==> src/rtl/lif_multi_neuron.sv <==
// lif_multi_neuron: N-channel leaky integrate-and-fire neuron with a serially loaded parameter set.
// Latency: one cycle from the input sample edge to registered v_mem_out / spike_out / status outputs.
// Backpressure: none; ena=0 freezes all state, load_mode=1 freezes the neuron while config shifts in.
// Optional refractory period is built in when the macro LIF_REFRACTORY_EN is defined.
module lif_multi_neuron #(
  parameter int N_CHAN = 2,
  parameter int IN_W   = 6,
  parameter int V_W    = 8
) (
  input  logic                     clk,
  input  logic                     rst_n,
  input  logic                     ena,
  input  logic                     input_enable,
  input  logic [N_CHAN*IN_W-1:0]   chan_in,
  input  logic                     load_mode,
  input  logic                     serial_data,
  output logic                     spike_out,
  output logic [V_W-1:0]           v_mem_out,
  output logic                     params_ready,
  output logic                     refractory_out
);

`ifdef LIF_REFRACTORY_EN
  localparam int REFR_W = 4;
`else
  localparam int REFR_W = 0;
`endif

  // Config word layout, LSB upwards: w[0], w[1] ... w[N_CHAN-1], (refr), leak_shift, threshold.
  localparam int CFG_BITS = V_W + 3 + REFR_W + 4 * N_CHAN;
  localparam int LEAK_LSB = 4 * N_CHAN + REFR_W;
  localparam int THR_LSB  = LEAK_LSB + 3;
  localparam int CNT_W    = $clog2(CFG_BITS + 2);
  localparam logic [CNT_W-1:0] CNT_OK  = CNT_W'(CFG_BITS);
  localparam logic [CNT_W-1:0] CNT_MAX = CNT_W'(CFG_BITS + 1);

  // Weighted sum never overflows: N_CHAN * (2^IN_W-1) * 15 < 2^(IN_W+4+clog2(N_CHAN)).
  localparam int SUM_W = IN_W + 4 + $clog2(N_CHAN);
  localparam int ACC_W = ((SUM_W > V_W) ? SUM_W : V_W) + 1;

  logic [CFG_BITS-1:0] shadow_q, shadow_d;
  logic [CFG_BITS-1:0] cfg_q, cfg_d;
  logic [CNT_W-1:0]    bit_cnt_q, bit_cnt_d;
  logic                rdy_q, rdy_d;
  logic [V_W-1:0]      v_q, v_d;
  logic                spike_q, spike_d;

  logic [SUM_W-1:0]    sum;
  logic [2:0]          leak_shift;
  logic [V_W-1:0]      leak_amt;
  logic [ACC_W-1:0]    acc;
  logic [V_W-1:0]      v_sat;
  logic [V_W-1:0]      thr;
  logic                fire;
  logic                commit_ok;
  logic                in_refr;
  logic                step_fire;

  // Weighted sum of all channels at full width.
  always_comb begin
    sum = '0;
    for (int i = 0; i < N_CHAN; i++) begin
      sum = sum + SUM_W'(chan_in[i*IN_W +: IN_W]) * SUM_W'(cfg_q[4*i +: 4]);
    end
  end

  assign leak_shift = cfg_q[LEAK_LSB +: 3];
  assign thr        = cfg_q[THR_LSB +: V_W];
  assign leak_amt   = (leak_shift == 3'd0) ? '0 : (v_q >> leak_shift);

  // v - leak is never negative, so only the upper saturation bound matters.
  assign acc   = ACC_W'(v_q) - ACC_W'(leak_amt) + ACC_W'(sum);
  assign v_sat = (acc[ACC_W-1:V_W] != '0) ? {V_W{1'b1}} : acc[V_W-1:0];
  assign fire  = (v_sat > thr);

  // A nonzero bit count with load_mode low marks the first cycle after shifting.
  assign commit_ok = ena && !load_mode && (bit_cnt_q == CNT_OK);
  assign step_fire = ena && !load_mode && !commit_ok && !in_refr &&
                     rdy_q && input_enable && fire;

  // Next state for config shifting, commit and the integrate/fire step.
  always_comb begin
    shadow_d  = shadow_q;
    bit_cnt_d = bit_cnt_q;
    cfg_d     = cfg_q;
    rdy_d     = rdy_q;
    v_d       = v_q;
    spike_d   = 1'b0;
    if (ena) begin
      if (load_mode) begin
        shadow_d = {shadow_q[CFG_BITS-2:0], serial_data};
        if (bit_cnt_q != CNT_MAX) begin
          bit_cnt_d = bit_cnt_q + CNT_W'(1);
        end
        rdy_d = 1'b0;
      end else begin
        bit_cnt_d = '0;
        if (commit_ok) begin
          cfg_d = shadow_q;
          rdy_d = 1'b1;
          v_d   = '0;
        end else if (in_refr) begin
          v_d = '0;
        end else if (rdy_q && input_enable) begin
          spike_d = fire;
          v_d     = fire ? '0 : v_sat;
        end
      end
    end
  end

  // Datapath and configuration registers.
  always_ff @(posedge clk or negedge rst_n) begin
    if (!rst_n) begin
      shadow_q  <= '0;
      cfg_q     <= '0;
      bit_cnt_q <= '0;
      rdy_q     <= 1'b0;
      v_q       <= '0;
      spike_q   <= 1'b0;
    end else begin
      shadow_q  <= shadow_d;
      cfg_q     <= cfg_d;
      bit_cnt_q <= bit_cnt_d;
      rdy_q     <= rdy_d;
      v_q       <= v_d;
      spike_q   <= spike_d;
    end
  end

`ifdef LIF_REFRACTORY_EN
  logic [3:0] refr_cnt_q, refr_cnt_d;
  logic       refr_out_q, refr_out_d;
  logic [3:0] refr_val;

  assign refr_val = cfg_q[4*N_CHAN +: 4];
  assign in_refr  = (refr_cnt_q != 4'd0);

  // Refractory countdown: each ignored step cycle is flagged on refractory_out.
  always_comb begin
    refr_cnt_d = refr_cnt_q;
    refr_out_d = refr_out_q;
    if (ena && !load_mode) begin
      if (commit_ok) begin
        refr_cnt_d = 4'd0;
        refr_out_d = 1'b0;
      end else if (in_refr) begin
        refr_cnt_d = refr_cnt_q - 4'd1;
        refr_out_d = 1'b1;
      end else begin
        refr_out_d = 1'b0;
        if (step_fire) begin
          refr_cnt_d = refr_val;
        end
      end
    end
  end

  // Refractory state registers.
  always_ff @(posedge clk or negedge rst_n) begin
    if (!rst_n) begin
      refr_cnt_q <= 4'd0;
      refr_out_q <= 1'b0;
    end else begin
      refr_cnt_q <= refr_cnt_d;
      refr_out_q <= refr_out_d;
    end
  end

  assign refractory_out = refr_out_q;
`else
  // Without refractory support the neuron integrates again right after a fire.
  logic unused_step_fire;
  assign unused_step_fire = step_fire;
  assign in_refr          = 1'b0;
  assign refractory_out   = 1'b0;
`endif

  assign spike_out    = spike_q;
  assign v_mem_out    = v_q;
  assign params_ready = rdy_q;

endmodule

==> config.mk <==
export PLATFORM = sky130hd
export DESIGN_NAME = lif_multi_neuron
export DESIGN_NICKNAME = d
export VERILOG_FILES = /design/src/rtl/lif_multi_neuron.sv
export SDC_FILE = /design/constraint.sdc
export NUM_CORES = 1
export LEC_CHECK = 0
export ABC_AREA = 1
export BUFFER_PORTS_ARGS = -buffer_cell sky130_fd_sc_hd__buf_2
export CAP_MARGIN = 20
export CORE_MARGIN = 1
export CORE_UTILIZATION = 56
export CTS_CLUSTER_SIZE = 8
export DETAILED_ROUTE_END_ITERATION = 10
export HOLD_SLACK_MARGIN = 0.05
export PLACE_DENSITY = 0.77
export SYNTH_ARGS = -nofsm -noshare
export SYNTH_HDL_FRONTEND = slang
export SYNTH_SLANG_ARGS = --single-unit
==> constraint.sdc <==
create_clock -name clk -period 6.3 [get_ports clk]
set_clock_uncertainty 0.05 [all_clocks]
set_input_delay 1.89 -clock clk [delete_from_list [all_inputs] [get_ports clk]]
set_output_delay 1.89 -clock clk [all_outputs]
set_load 0.01 [all_outputs]
==> results of run 1 <==
-- per-stage QoR --
stage | setup WS (ps) | util, % | power (W)
2_1_floorplan | 12.6 | - | 0.000438
3_3_place_gp | -361 | 66.5 | 0.000468
3_5_place_dp | -472 | 66.5 | 0.000474
4_1_cts | -115 | 70.2 | 0.000693
5_1_grt | -565 | 73.0 | 0.000724
6_report | -245 | 73.0 | 0.000691
-- cells by family after synthesis --
family	Yosys count
buf+inv	160
compound gates	77
flops	53
fa+ha+maj	82
simple gates	236
mux	2
xor+xnor	9
other cells	1
-- power breakdown --
part            total, W  leakage (nW)  switching, W  internal (W)
sequential      0.000388         0.714     0.0000180      0.000370
combinational  0.0000817          2.55     0.0000517     0.0000300
clock           0.000221        0.0540      0.000106      0.000116
total           0.000691          3.32      0.000176      0.000515
-- state kept, by name, summed over array words and instances (netlist names) --
| signal | cells |
|---|---|
| params_ready | 1 |
| bit_cnt_q | 5 |
| spike_out | 1 |
| cfg_q | 19 |
| v_mem_out | 8 |
| shadow_q | 19 |
-- worst min-delay path, stage by stage (launching register included) --
cell	delay (ps)
dfrtp_1	350
nand2_1	50
o21ai_0	60
-- Yosys cell counts (4+ instances only) --
cell      count  area (um^2)
nor3_1        4         20.0
o21ai_0      46          230
nand3_2      10          100
o21ai_1       4         20.0
buf_2         5         25.0
nand3_1      11         55.1
fa_1         40          801
a21oi_1      17         85.1
dfrtp_1      53         1330
nand2_1     172          646
ha_1         42          526
xor2_1        7         61.3
nor2_1       19         71.3
clkbuf_1      6         22.5
inv_1       146          548
-- cell type report --
class	count	area share, %
tap	105	2.17
sequential	53	22.0
inverter	148	9.21
clock buffer	5	1.14
clock inverter	2	0.579
timing repair buffer	97	11.0
multi-input combinational	407	54.0
-- per-layer routing --
| metal | routed length (um) | vias up |
|---|---|---|
| met1 | 4770 | 2002 |
| li1 | - | 2054 |
| met4 | 283 | 0 |
| met2 | 5820 | 89 |
| met3 | 329 | 22 |
| met5 | 0 | - |
-- final timing paths --
| check | startpoint | endpoint | slack (ps) | cells past startpoint |
|---|---|---|---|---|
| max | cfg_q[8] | v_mem_out[0] | -250 | 34 |
| min | shadow_q[5] | shadow_q[5] | 440 | 2 |
| max reg2reg | cfg_q[8] | v_mem_out[0] | -250 | 34 |
| min reg2reg | shadow_q[5] | shadow_q[5] | 440 | 2 |
| max in group asynchronous | rst_n | cfg_q[10] | 4120 | 2 |
| min in group asynchronous | rst_n | shadow_q[14] | 1630 | 2 |
-- timing repair --
| item | 4_1_cts | 5_1_grt |
|---|---|---|
| setup endpoints to repair | 9 | 9 |
| pin swaps | 12 | 24 |
| setup buffers | 8 | 7 |
| resized for setup | 24 | 40 |
==> results.md, run 1 <==
- Warnings, synthesis: 0
- Final HPWL DP: 8560 um
- Worst hold-check path type: reg -> reg
- Simple-gate share of the synthesized area: between 20% and 30%
- Vias: 4,167
- FFs w/ async S/R, synth: 100%
- CP max stage delay: approximately 520 ps
- Post-synthesis sequential area ratio: between 20% and 30%
- Critical path peak fanout: 8
- Fin Hold WS: approximately 440 ps
- Commonest non-fill, non-tap cell in the layout: nand2_1
- H-tree depth: 2
- Initial antenna violation count: 0
- Cell variety after synth: 40
- Period utilisation layout: 104%
- Dpl cell area: 5520 um^2
- Post-synthesis xor/xnor area fraction: 1.63%
- Post-Synthesis Cells: 620
- Fill cells: 604
- GRT overflow: 0
- Post-synth EDFFs: 0
- Slew margin rel.: between 30% and 40%
- Final hold vios: 0
- DR WL/cell: 13.7 um
- Most Used Layer, Global Route: met2
- Max clock buf depth: 2
- Worst setup path class: reg -> reg
- CP Launch Type: flop
- Number of global-route vias before repair: 4,203
- Clock root buffer: clkbuf_8
- Cts hold-fix bufs: 0
- Crit end category: flop
- CP arrival: 6740 ps
- Clk sinks: 53
- Worst skew pair latency: ~300 ps
- TritonRoute pass-1 iters: 6
- Netlist Area Pre-Place: 4850 um^2
- Failing checks: negative setup slack
- Synth-to-Final Area Change: 24.9%
- Lkg Pwr: 3.32 nW
- Die ar.: approximately 9000 um^2
- Placed Instances: between 700 and 800
- CP bufs+invs: 4
- Met2 usage: approximately 46%
- Initial core utilization: 58.4%
- Required @ worst endpoint: 6500 ps
- Synth Area in Compound Gates: 8.62%
- Post-Layout Cell Count: 817
- Adder-Cell Fraction of Synth Area: 27.3%
- Number of max-cap violations: 0
- TritonCTS clock tree: built
- Layout net count: 812
- Slowest cell on crit path: fa_1
- Syn avg cell area: 7.82 um^2
- Setup TNS: -1880 ps
- Initial drt markers: about 210
- Vias/cell: 5.10
- Post-Syn Nets: 720
- Floorplan row count: 33
- Gr usage total: 25.9%
- Family with the most delay on the worst path: adder cells
- Die Wd: 95.1 um
- CTS Buf Count: 5
- M3 GR Usage: under 10%
- Layout cell share with drive strength beyond 1: 25.8%
- Core Box Area: 8300 um^2
- Worst-Margin Slew: between 1000 and 1500 ps
- Final Max Tran Viols: 0
- GR Layer Usage met1: 32.2%
- Final Wtd Congestion: 0.883
- Setup Viol. Count Final: 9
- Top-Level Pins: 29
- Design area: 6060 um^2
- # DRC: 0
- Multi-input logic area: approximately 3300 um^2
- Synth Flop Type: dfrtp_1
- Main combinational cell family by area after synthesis: adder cells
- Max Freq: 153 MHz
- Die Ht: 95.1 um
- Final min period: 6550 ps
- Routed WL: 11,200 um
- Port Buffers: 27
- Yosys reg bits: 53
- DRT antenna net count: 0
- Register area: 1330 um^2
- Setup ws final: -245 ps
- Status: complete, but fails checks
- Max rail drop VDD: approximately 0.00016 V
- Worst-path clk slew: 90 ps
- RSZ-0062 raised after global routing: true
- Top library cells by usage in the layout, fill and taps aside: nand2_1, inv_1, buf_4
- PwrDens: around 110 nW/um^2
- Antenna Cells: 0
- Pin count of the biggest net entering global routing: 54
- First-pass GRT wire length: 18,100 um
- Post-synthesis mux area share: 0.413%
Note: power is estimated with default switching activity, not from simulation.
==> inputs of run 2 (changes only) <==
GPL_TIMING_DRIVEN = 0   (was unset)
==> run 2 against run 1 <==
  * The run still ends with negative setup slack left
  * Count of clock-buffer cells in the layout did not move
  * Global-route usage fell by 0.47 points
  * Combinational power up 1%
  * Setup slack got worse by 290 ps
  * Maximum frequency fell by 4.2%
  * Worst hold slack gained 4.8 ps
  * Total power up 1.7%
  * Design area grew 1.7%
  * Core utilization increased by 1.2 points
  * First-iteration DRC count down 21%
  * Sequential power hardly changed
  * Sequential share of layout area decreased by 0.39 points
  * Critical path type unchanged
==> results.md, run 2 (synthesized netlist as in run 1, its figures left out) <==
- Max clock buf depth: 2
- H-tree depth: 2
- Die Ht: around 95 um
- CP Launch Type: flop
- Core Box Area: 8300 um^2
- Final Wtd Congestion: 0.850
- First-pass GRT wire length: 17,900 um
- Worst setup path class: reg -> reg
- DRT antenna net count: 0
- RSZ-0062 raised after global routing: true
- Failing checks: negative setup slack
- Initial antenna violation count: 0
- Status: complete, but fails checks
- CP most frequent cell: nand2_1
- Dpl cell area: 5180 um^2
- Die Wd: 95.1 um
- Clk sinks: 53
- Initial core utilization: 58.4%
- Number of max-cap violations: 0
- Max Freq: 146 MHz
- Die ar.: around 9000 um^2
- TritonRoute pass-1 iters: 5
- Final core occ: approximately three quarters
- Setup ws final: -534 ps
- Setup Viol. Count Final: 9
- Required @ worst endpoint: between 6000 and 7000 ps
- Cts hold-fix bufs: 0
- CTS Buf Count: 5
- Initial drt markers: 166
- Design area: 6160 um^2
- Met2 wire length: 6240 um
- CP max stage delay: roughly 520 ps
- Met3 WL: 340 um
- Final hold vios: 0
- Top library cells by usage in the layout, fill and taps aside: nand2_1, inv_1, dfrtp_1
- Port Buffers: 27
- GRT overflow: 0
- DR WL/cell: 14.7 um
- Slowest cell on crit path: fa_2
- Routed WL: 11,800 um
- Power consumption: 0.000703 W
- TritonCTS clock tree: built
- CP arrival: 7030 ps
- Worst hold-check path type: reg -> reg
- Clock root buffer: clkbuf_8
- Worst skew pair latency: 310 ps
- Crit end category: flop
- Final HPWL DP: 8290 um
- Fin Hold WS: 443 ps
- Number of global-route vias before repair: 4,064
- Max rail drop VDD: 0.000200 V
- Top-Level Pins: 29
- # DRC: 0
- Gr usage total: 25.5%
- Vias: 4,193
- Top sig layer: met4
- Period utilisation layout: 108%
- Pin count of the biggest net entering global routing: 38
- WL met1: 4880 um
- Final Max Tran Viols: 0
- Synth-to-Final Area Change: 27.0%
- Commonest non-fill, non-tap cell in the layout: nand2_1
- Worst-path clk slew: 100 ps
- PwrDens: approximately 110 nW/um^2
- Floorplan row count: 33
- Setup TNS: -4020 ps
- Layout cell share with drive strength beyond 1: 28.0%
- Antenna Cells: 0
- Vias/cell: ~5.2
- R2r setup slk: -530 ps
- Critical path peak fanout: 8
- Final min period: 6830 ps
- Layout net count: 798
- Lkg Pwr: 3.34 nW
==> run 2: changes by cell type in the layout (fill, tap and decap cells not counted), moves of 3 or more <==
cell / delta
a21oi_1: -4
buf_4: -33
inv_1: -5
nor2_1: -3
nand3_1: -3
buf_6: +9
nand2_4: +7
a21oi_2: +3
nand2_2: +4
inv_2: +6
clkbuf_1: +6
nand2_1: -11
==> run 2: final cells by class <==
| class | count | area (um^2) |
|---|---|---|
| Tap cell | 105 | 131 |
| Clock buffer | 5 | 68.8 |
| Sequential cell | 53 | 1330 |
| Timing Repair Buffer | 71 | 517 |
| Clock inverter | 3 | 46.3 |
| Multi-Input combinational cell | 407 | 3420 |
| Buffer | 12 | 73.8 |
| Inverter | 148 | 568 |
| Fill cell | 583 | 2140 |
==> run 2: path summary, 6_finish.rpt <==
check	startpoint	endpoint	cells after the start
min in group asynchronous	rst_n	shadow_q[12]	1
min reg2reg	shadow_q[2]	shadow_q[2]	2
max reg2reg	cfg_q[8]	v_mem_out[3]	34
max in group asynchronous	rst_n	cfg_q[2]	2
max	cfg_q[8]	v_mem_out[3]	34
min	shadow_q[2]	shadow_q[2]	2
==> run 2: repair_timing <==
action | CTS | global route
hold endpoints to repair | 0 | 0
pin swaps | 52 | 51
gates resized for setup | 60 | 67
setup buffers | 31 | 13
setup endpoints to repair | 9 | 9
==> run 2: worst max-delay path, delay by kind of cell (launching register included) <==
family,cells,cell delay [ps]
XOR/XNOR,1,310
multiplexers,1,220
AND/OR/NAND/NOR,14,1490
flip-flops,1,400
adder cells (fa/ha/maj),8,3040
buffers and inverters,5,450
AO/OA/AOI/OAI,5,780
==> run 2: power breakdown <==
| group | leakage (nW) | switching [W] | internal (W) |
|---|---|---|---|
| clock | 0.0543 | 0.000113 | 0.000119 |
| combinational | 2.57 | 0.0000519 | 0.0000308 |
| sequential | 0.715 | 0.0000180 | 0.000370 |
| total | 3.34 | 0.000183 | 0.000520 |
==> run 2: through the flow <==
step | setup WS (ps) | std cells
3_5_place_dp | -766 | 753
5_1_grt | -749 | 804
6_report | -534 | 804
4_1_cts | -251 | 792
2_1_floorplan | 12.6 | 620
3_3_place_gp | -613 | 752
==> run 2: routing by layer <==
layer  track usage (%)  vias up
met2              47.1       72
met4              8.96        0
met5                 0        -
met3              2.39       26
li1                  -     2035
met1              30.7     2060
